$ cat src/rtl/uart_rx_fifo_if.sv
// uart_rx_fifo_if: receive-path and register-side signals of the UART RX FIFO
//   slave  : the FIFO (takes rx byte strobes and pop/clear, drives data/status)
//   master : the surrounding logic (UART receiver plus register interface)
interface uart_rx_fifo_if #(parameter int ADDR_W = 4);
  logic [7:0]    rx_data;
  logic          rx_data_valid;
  logic          rd_en;
  logic          overrun_clr;
  logic [7:0]    rd_data;
  logic          empty;
  logic          full;
  logic [ADDR_W:0] count;
  logic          overrun;
  logic          timeout;
  logic          irq;
  modport master (
    output rx_data, rx_data_valid, rd_en, overrun_clr,
    input  rd_data, empty, full, count, overrun, timeout, irq
  );
  modport slave (
    input  rx_data, rx_data_valid, rd_en, overrun_clr,
    output rd_data, empty, full, count, overrun, timeout, irq
  );
endinterface

$ cat src/rtl/uart_rx_fifo.sv
// uart_rx_fifo: 16550-style FWFT receive FIFO with level/overrun/timeout interrupt
//   clk, rst : clock and asynchronous active-high reset
//   bus      : rx_data/rx_data_valid byte strobe in, rd_en pop, overrun_clr;
//              rd_data head byte, empty/full/count, overrun, timeout, irq out
module uart_rx_fifo #(
  parameter int DEPTH          = 16,
  parameter int ADDR_W         = 4,
  parameter int TRIG_LEVEL     = 8,
  parameter int TIMEOUT_CYCLES = 11440,
  parameter int TIMEOUT_W      = 14
) (
  input logic            clk,
  input logic            rst,
  uart_rx_fifo_if.slave  bus
);
  localparam logic [TIMEOUT_W-1:0] TMAX = TIMEOUT_W'(TIMEOUT_CYCLES);
  logic [7:0]           r_mem [DEPTH];
  logic [ADDR_W-1:0]    r_rd_ptr, r_wr_ptr;
  logic [ADDR_W:0]      r_count;
  logic [TIMEOUT_W-1:0] r_tmr;
  logic                 r_vld_q, r_ovr, r_to;
  logic                 w_empty, w_full, w_push, w_pop, w_wr;
  logic [TIMEOUT_W-1:0] w_tmr_nxt;
  assign w_empty = r_count == '0;
  assign w_full  = r_count == (ADDR_W+1)'(DEPTH);
  // one capture per strobe: only the rising edge of rx_data_valid pushes
  assign w_push  = bus.rx_data_valid & ~r_vld_q;
  assign w_pop   = bus.rd_en & ~w_empty;
  // a pop in the same cycle frees the slot, so a push into a full FIFO still lands
  assign w_wr    = w_push & (~w_full | w_pop);
  assign w_tmr_nxt = (w_push | w_pop | w_empty) ? '0 :
                     (r_tmr == TMAX ? r_tmr : r_tmr + 1'b1);
  always_ff @(posedge clk or posedge rst) begin
    if (rst) begin
      r_rd_ptr <= '0;
      r_wr_ptr <= '0;
      r_count  <= '0;
      r_tmr    <= '0;
      r_vld_q  <= 1'b1;
      r_ovr    <= 1'b0;
      r_to     <= 1'b0;
    end else begin
      r_vld_q <= bus.rx_data_valid;
      if (w_wr) r_wr_ptr <= r_wr_ptr + 1'b1;
      if (w_pop) r_rd_ptr <= r_rd_ptr + 1'b1;
      if (w_wr != w_pop) r_count <= w_wr ? r_count + 1'b1 : r_count - 1'b1;
      r_ovr <= (w_push & w_full & ~w_pop) | (r_ovr & ~bus.overrun_clr);
      r_tmr <= w_tmr_nxt;
      r_to  <= w_tmr_nxt == TMAX;
    end
  end
  always_ff @(posedge clk)
    if (w_wr) r_mem[r_wr_ptr] <= bus.rx_data;
  assign bus.rd_data = w_empty ? 8'h00 : r_mem[r_rd_ptr];
  assign bus.empty   = w_empty;
  assign bus.full    = w_full;
  assign bus.count   = r_count;
  assign bus.overrun = r_ovr;
  assign bus.timeout = r_to;
  assign bus.irq     = (r_count >= (ADDR_W+1)'(TRIG_LEVEL)) | r_to | r_ovr;
endmodule

$ cat src/flat_wrapper.sv
// flat-port wrapper written by rule: the top's interface ports become plain ports
module uart_rx_fifo_flat 
#(
  parameter int DEPTH          = 16,
  parameter int ADDR_W         = 4,
  parameter int TRIG_LEVEL     = 8,
  parameter int TIMEOUT_CYCLES = 11440,
  parameter int TIMEOUT_W      = 14
)
  (clk, rst, bus_rx_data, bus_rx_data_valid, bus_rd_en, bus_overrun_clr, bus_rd_data, bus_empty, bus_full, bus_count, bus_overrun, bus_timeout, bus_irq);
  uart_rx_fifo_if #(.ADDR_W(ADDR_W)) bus_i ();
  input logic clk;
  input logic rst;
  input wire logic [$bits(bus_i.rx_data)-1:0] bus_rx_data;
  input wire logic [$bits(bus_i.rx_data_valid)-1:0] bus_rx_data_valid;
  input wire logic [$bits(bus_i.rd_en)-1:0] bus_rd_en;
  input wire logic [$bits(bus_i.overrun_clr)-1:0] bus_overrun_clr;
  output wire logic [$bits(bus_i.rd_data)-1:0] bus_rd_data;
  output wire logic [$bits(bus_i.empty)-1:0] bus_empty;
  output wire logic [$bits(bus_i.full)-1:0] bus_full;
  output wire logic [$bits(bus_i.count)-1:0] bus_count;
  output wire logic [$bits(bus_i.overrun)-1:0] bus_overrun;
  output wire logic [$bits(bus_i.timeout)-1:0] bus_timeout;
  output wire logic [$bits(bus_i.irq)-1:0] bus_irq;
  assign bus_i.rx_data = bus_rx_data;
  assign bus_i.rx_data_valid = bus_rx_data_valid;
  assign bus_i.rd_en = bus_rd_en;
  assign bus_i.overrun_clr = bus_overrun_clr;
  assign bus_rd_data = bus_i.rd_data;
  assign bus_empty = bus_i.empty;
  assign bus_full = bus_i.full;
  assign bus_count = bus_i.count;
  assign bus_overrun = bus_i.overrun;
  assign bus_timeout = bus_i.timeout;
  assign bus_irq = bus_i.irq;
  uart_rx_fifo #(.DEPTH(DEPTH), .ADDR_W(ADDR_W), .TRIG_LEVEL(TRIG_LEVEL), .TIMEOUT_CYCLES(TIMEOUT_CYCLES), .TIMEOUT_W(TIMEOUT_W)) u_core (.clk(clk), .rst(rst), .bus(bus_i));
endmodule
$ cat config.mk
export PLATFORM = sky130hd
export DESIGN_NAME = uart_rx_fifo_flat
export DESIGN_NICKNAME = d
export VERILOG_FILES = /design/src/rtl/uart_rx_fifo_if.sv /design/src/rtl/uart_rx_fifo.sv /design/src/flat_wrapper.sv
export SDC_FILE = /design/constraint.sdc
export NUM_CORES = 1
export LEC_CHECK = 0
export ABC_AREA = 1
export CORE_ASPECT_RATIO = 2
export CORE_MARGIN = 4
export CORE_UTILIZATION = 47
export CTS_CLUSTER_DIAMETER = 40
export DETAILED_ROUTE_END_ITERATION = 8
export SETUP_SLACK_MARGIN = 0.1
export SYNTH_ARGS = -nofsm -noshare
export SYNTH_HDL_FRONTEND = slang
export SYNTH_SLANG_ARGS = --single-unit
$ cat constraint.sdc
create_clock -name clk -period 4.5 [get_ports clk]
set_clock_uncertainty 0.05 [all_clocks]
set_input_delay 0.675 -clock clk [delete_from_list [all_inputs] [get_ports clk]]
set_output_delay 0.675 -clock clk [all_outputs]
set_load 0.005 [all_outputs]
==> out/qor.yml, run 1 <==
drive_gt1_frac: 0.0956
cts_tree: "built"
std_cell_rows: 62
hold_buffers: 0
cts_resized: 0
seq_area_frac_synth: 0.670
drc: 0
min-delay-path-class: "flop to flop"
io-pin-count: 31
wl_met2_um: 8930
avgSynthCellArea_sq_um: 11.5
setup-tns-final_ns: 0
synth_most_common_cell: "edfxtp_1"
critical-path-max-stage-delay_ns: 0.76
syn_area_sq_um: 6860
grt_start_max_net_pins: 67
synth-edff-count: 128
crit_family: "buffers and inverters"
critPathRequiredTime_ns: 3.77
status: "finished clean"
path_cells: "inv_1 > o21ai_0 > o22ai_1 > nor2_1 > nor2_1 > o21ai_1 > a21oi_1 > clkdlybuf4s50_1"
ff_latch_area_sq_um: 4600
fp.dieW_um: 93.4
core_sq_um: 14400
grt_setup_unrepaired: "no"
whs_path_depth: 1
fmax_mhz: 265
numCtsBuffers: 17
r2r_slack_ns: 2.09
htreeDepth: 4
drv_slew: 0
p_per_area_nw_per_um2: 598
multiInputGateArea_sq_um: 1990
dp.cells: 798
start_kind: "flop"
synth_fp_nets: 619
clockBufferDepth: 2
critPathKind: "flop to output pin"
crit_fanout: 34
drt_iter0_markers: 360
met1_length_um: 5850
antenna_found_initial: 0
syn_inst: 595
leakagePower_nw: 2.80
dpl.hpwl_um: 10900
place_area_sq_um: 7340
via_count: 4605
ys_ff_latch: 158
fin_nets: 649
yosys-top-cells-area: "edfxtp_1 (56%), dfrtp_1 (11%), nor2_1 (6.2%)"
ys.flop_type: "edfxtp_1"
synth_common_cells: "edfxtp_1 (128), nor2_1 (114), o21ai_0 (66)"
worstMarginPinSlew_ns: 1.05
clk_pin_slew_ns: 0.06
final_cells: 830
power_w: 0.00473
diodes: 0
slowest_stage: "inv_1"
wl_um: 16000
period_share: 0.839
fillers: 1243
place_congestion: 0.879
cts_setup_buffers: 0
clock-sinks: 158
dr_wl_met3_um: 614
globalRouteOverflowTotal: 0
drt_pass1_iterations: 5
synth_top_area_share: 0.560
yosysTopAreaCell: "edfxtp_1"
cp.depth: 8
design_area_sq_um: 7910
path_common_cell: "nor2_1"
track_usage: 0.205
synth.distinct_cells: 37
die_h_um: 179
io_buffer_count: 30
fp.dieArea_sq_um: 16700
via_per_inst: 5.55
setup_viol: 0
grt_pass1_vias: 4804
drtAntennaViolNets: 0
maxSlewHeadroom: 0.300
yosysWarnings: 0
cts_root_buffer: "clkbuf_16"
clkLatencyLatePin_ns: 0.42
wire_per_inst_um: 19.3
async_reset_ff_frac: 0.190
highest_layer: "met4"
syn_to_final_growth_pct: 15.3
drv_cap: 0
cp_data_arrival_time_ns: 3.05
final-hold-violation-count: 0
path_buf_inv: 2
layout_min_cycle_time_ns: 3.78
vdd_ir_drop_max_v: 0.000306
reg2reg_depth: 8
worst_setup_path_end_kind: "output pin"
start_util: 0.478
grt_pass1_wl_um: 25300
sequential cells by signal, indices dropped and copies added (netlist names):
signal	cells
u_core.r_wr_ptr	4
u_core.r_tmr	14
u_core.r_mem	128
u_core.r_vld_q	1
u_core.bus.overrun	1
u_core.bus.timeout	1
u_core.bus.count	5
u_core.r_rd_ptr	4
area by class of cell:
type                    instances  share of cell area
clock buffers                  18              0.0542
well taps                     192              0.0304
repair buffers                 36              0.0437
inverters                      42              0.0206
clock inverters                14              0.0183
multi-input cells             370               0.252
flip-flops and latches        158               0.581
cells by family (layout without fill, tap and decap cells):
| kind of cell | after synthesis | after routing | share of synthesized area |
|---|---|---|---|
| AO/OA/AOI/OAI | 124 | 124 | 0.109 |
| XOR/XNOR | 14 | 14 | 0.0179 |
| adder cells (fa/ha/maj) | 11 | 11 | 0.0212 |
| buffers and inverters | 67 | 110 | 0.0399 |
| flip-flops | 158 | 158 | 0.670 |
| AND/OR/NAND/NOR | 221 | 221 | 0.143 |
metal layers:
metal	vias up	track usage
met3	38	0.0428
li1	2175	-
met5	-	0
met1	2254	0.216
met4	0	0.0966
met2	138	0.380
cells in the final DEF, fill, tap and decap left out, types with 2 or more instances in the layout:
master           instances
o21ai_0                 66
buf_4                    6
o21ai_1                  8
inv_1                   35
nor2_1                 114
edfxtp_1               128
clkbuf_16               17
a21oi_1                 14
xor2_1                  13
nor3_1                   3
inv_8                    2
nand2_4                  3
nand2_1                 51
clkinvlp_4               3
nand4_1                  2
dfrtp_1                 28
clkdlybuf4s50_1         30
o221ai_1                26
nand3_2                  2
inv_2                    3
ha_1                    10
nor2_2                   4
nor2_4                   3
clkinv_1                 2
o22ai_1                  6
nand2_2                  2
inv_4                    2
inv_6                    7
nand3_1                 33
per-stage QoR:
stage	setup WS (ns)	hold slack (ns)	util
final	0.725	0.466	0.551
after detailed placement	1.19	0.460	0.511
after global routing	0.543	0.495	0.551
after floorplan	2.33	0.433	-
after global placement	1.25	0.450	0.511
after CTS	0.739	0.472	0.551
path summary, 6_finish.rpt:
check	start	endpoint
worst max-delay path	u_core.r_rd_ptr[1]	bus_rd_data[7]
worst min-delay path	u_core.r_wr_ptr[3]	u_core.r_wr_ptr[3]
worst max register to register	u_core.bus.count[1]	u_core.r_mem[0][7]
worst min register to register	u_core.r_wr_ptr[3]	u_core.r_wr_ptr[3]
max in group asynchronous	rst	u_core.r_vld_q
min in group asynchronous	rst	u_core.bus.timeout
power by group:
group          internal [W]  switching (W)  total [W]
Sequential          0.00171      0.0000893    0.00180
Clock              0.000782       0.000608    0.00139
Combinational      0.000579       0.000969    0.00155
worst register-to-register path, stage by stage, from the launching register on:
cell and delay (ns):
dfrtp_1 0.43, inv_1 0.13, nand3_1 0.12, nor2_2 0.05, nand2_2 0.08, nand2_4 0.11, inv_4 0.13, nand2_1 0.13
nor2_1 0.80
Power figures use the tool's default switching activity.
==> run 2: changes to the inputs <==
- clock period: 4.5 -> 3.62 ns (I/O delays scaled with it)
==> out/qor.yml, run 2 (synthesized netlist as in run 1, its figures left out) <==
top_register: "u_core.r_mem"
io-pin-count: 31  # unchanged
cts_setup_buffers: 0  # unchanged
drt_pass1_iterations: 5  # unchanged
start_util: 0.478  # unchanged
io_buffer_count: 30  # unchanged
antenna_found_initial: 0  # unchanged
numCtsBuffers: 17  # unchanged
period_share: 0.888
syn_to_final_growth_pct: 17.7
drtAntennaViolNets: 0  # unchanged
wl_um: 16400  # +2.3%
worst_setup_path_end_kind: "output pin"
met2_usage: 0.390  # +0.0102
std_cell_rows: 62  # unchanged
start_kind: "flop"
via_count: 4673  # +1.5%
layout_min_cycle_time_ns: 3.22
maxSlewHeadroom: 0.469  # +0.169
setup-tns-final_ns: 0  # unchanged
largest_register_ffs: 128  # unchanged
diodes: 0  # unchanged
place_congestion: 0.871  # -0.97%
dpl.hpwl_um: 11500  # +5.7%
vdd_ir_drop_max_v: 0.000403  # +32%
p_per_area_nw_per_um2: 735  # +23%
crit_fanout: 23  # -32%
place_area_sq_um: 7500  # +2.3%
status: "finished clean"
min-delay-path-class: "flop to flop"
fp.dieW_um: 93.4  # unchanged
power_w: 0.00594  # +25%
drc: 0  # unchanged
use_met1: 0.218  # +0.00214
cts_tree: "built"
clkLatencyLatePin_ns: 0.41  # about the same
design_area_sq_um: 8080  # +2.1%
cp_data_arrival_time_ns: 2.62  # -0.43 ns
final_cell_mix: "edfxtp_1 (128), nor2_1 (114), o21ai_0 (66)"
globalRouteOverflowTotal: 0  # unchanged
layout_commonest_cell: "edfxtp_1"
fillers: 1205  # -3.1%
fin_nets: 668  # +2.9%
htreeDepth: 4  # unchanged
die_h_um: 179  # unchanged
grt.busiest_layer: "met2"
clockBufferDepth: 2  # unchanged
cts_root_buffer: "clkbuf_16"
clk_pin_slew_ns: 0.07  # about the same
critPathKind: "flop to output pin"
setup_viol: 0  # unchanged
fmax_mhz: 311
wire_per_inst_um: 19.3  # about the same
drv_cap: 0  # unchanged
worstMarginPinSlew_ns: 0.795  # -0.254 ns
use_met3: 0.0382  # -0.00462
track_usage: 0.208  # +0.00380
hold_buffers: 0  # unchanged
critPathRequiredTime_ns: 3.03  # -0.74 ns
fp.dieArea_sq_um: 16700  # unchanged
grt_pass1_vias: 4819  # +0.31%
grt_pass1_wl_um: 25700  # +1.6%
grt_start_max_net_pins: 36  # -46%
core_sq_um: 14400  # unchanged
via_per_inst: 5.50  # -0.79%
clock-sinks: 158  # unchanged
grt_setup_unrepaired: "no"
leakagePower_nw: 2.91  # +4.0%
final-hold-violation-count: 0  # unchanged
cts_resized: 0  # unchanged
drive_gt1_frac: 0.123  # +0.0277
drv_slew: 0  # unchanged
drt_iter0_markers: 320  # -11%
-- run 2: layout make-up --
type                       count  area, sq um  share of cell area
timing repair buffer          55          513              0.0635
clock buffer                  17          425              0.0527
multi-input combinational    370         1990               0.247
tap                          192          240              0.0297
sequential                   158         4600               0.569
clock inverter                15          146              0.0181
inverter                      42          163              0.0201
-- run 2: routing by layer --
| metal | vias up | share of wire |
|---|---|---|
| li1 | 2224 | - |
| met1 | 2268 | 0.36 |
| met2 | 149 | 0.56 |
| met3 | 32 | 0.040 |
| met4 | 0 | 0.042 |
| met5 | - | 0 |
-- run 2: final timing paths --
kind	from	endpoint	slack (ns)	cells past startpoint
worst max-delay path	u_core.r_rd_ptr[0]	bus_rd_data[2]	0.40	7
worst min register to register	u_core.r_wr_ptr[3]	u_core.r_wr_ptr[3]	0.48	1
worst max register to register	u_core.bus.count[0]	u_core.bus.count[4]	1.31	14
min in group asynchronous	rst	u_core.bus.timeout	0.54	2
worst min-delay path	u_core.r_wr_ptr[3]	u_core.r_wr_ptr[3]	0.48	1
max in group asynchronous	rst	u_core.r_vld_q	2.25	3
-- run 2: through the flow --
step | setup WS, ns | util | cells | hold WS (ns)
2_1_floorplan | 1.58 | - | 595 | 0.433
3_3_place_gp | 0.854 | 0.523 | 817 | 0.450
3_5_place_dp | 0.817 | 0.523 | 817 | 0.458
4_1_cts | 0.375 | 0.563 | 849 | 0.472
5_1_grt | 0.207 | 0.563 | 849 | 0.494
6_report | 0.404 | 0.563 | 849 | 0.476
-- run 2: report_power, final --
group	total, W	switching [W]	internal [W]
Sequential	0.00223	0.000113	0.00212
Combinational	0.00200	0.00122	0.000788
Clock	0.00170	0.000782	0.000917
Total	0.00594	0.00211	0.00383
-- run 2: critical path, stage by stage (launching register included) --
cell	delay, ns
dfrtp_2	0.41
inv_2	0.32
buf_4	0.30
o21ai_0	0.10
o221ai_1	0.21
nand3_1	0.15
a21oi_1	0.19
clkdlybuf4s50_1	0.53
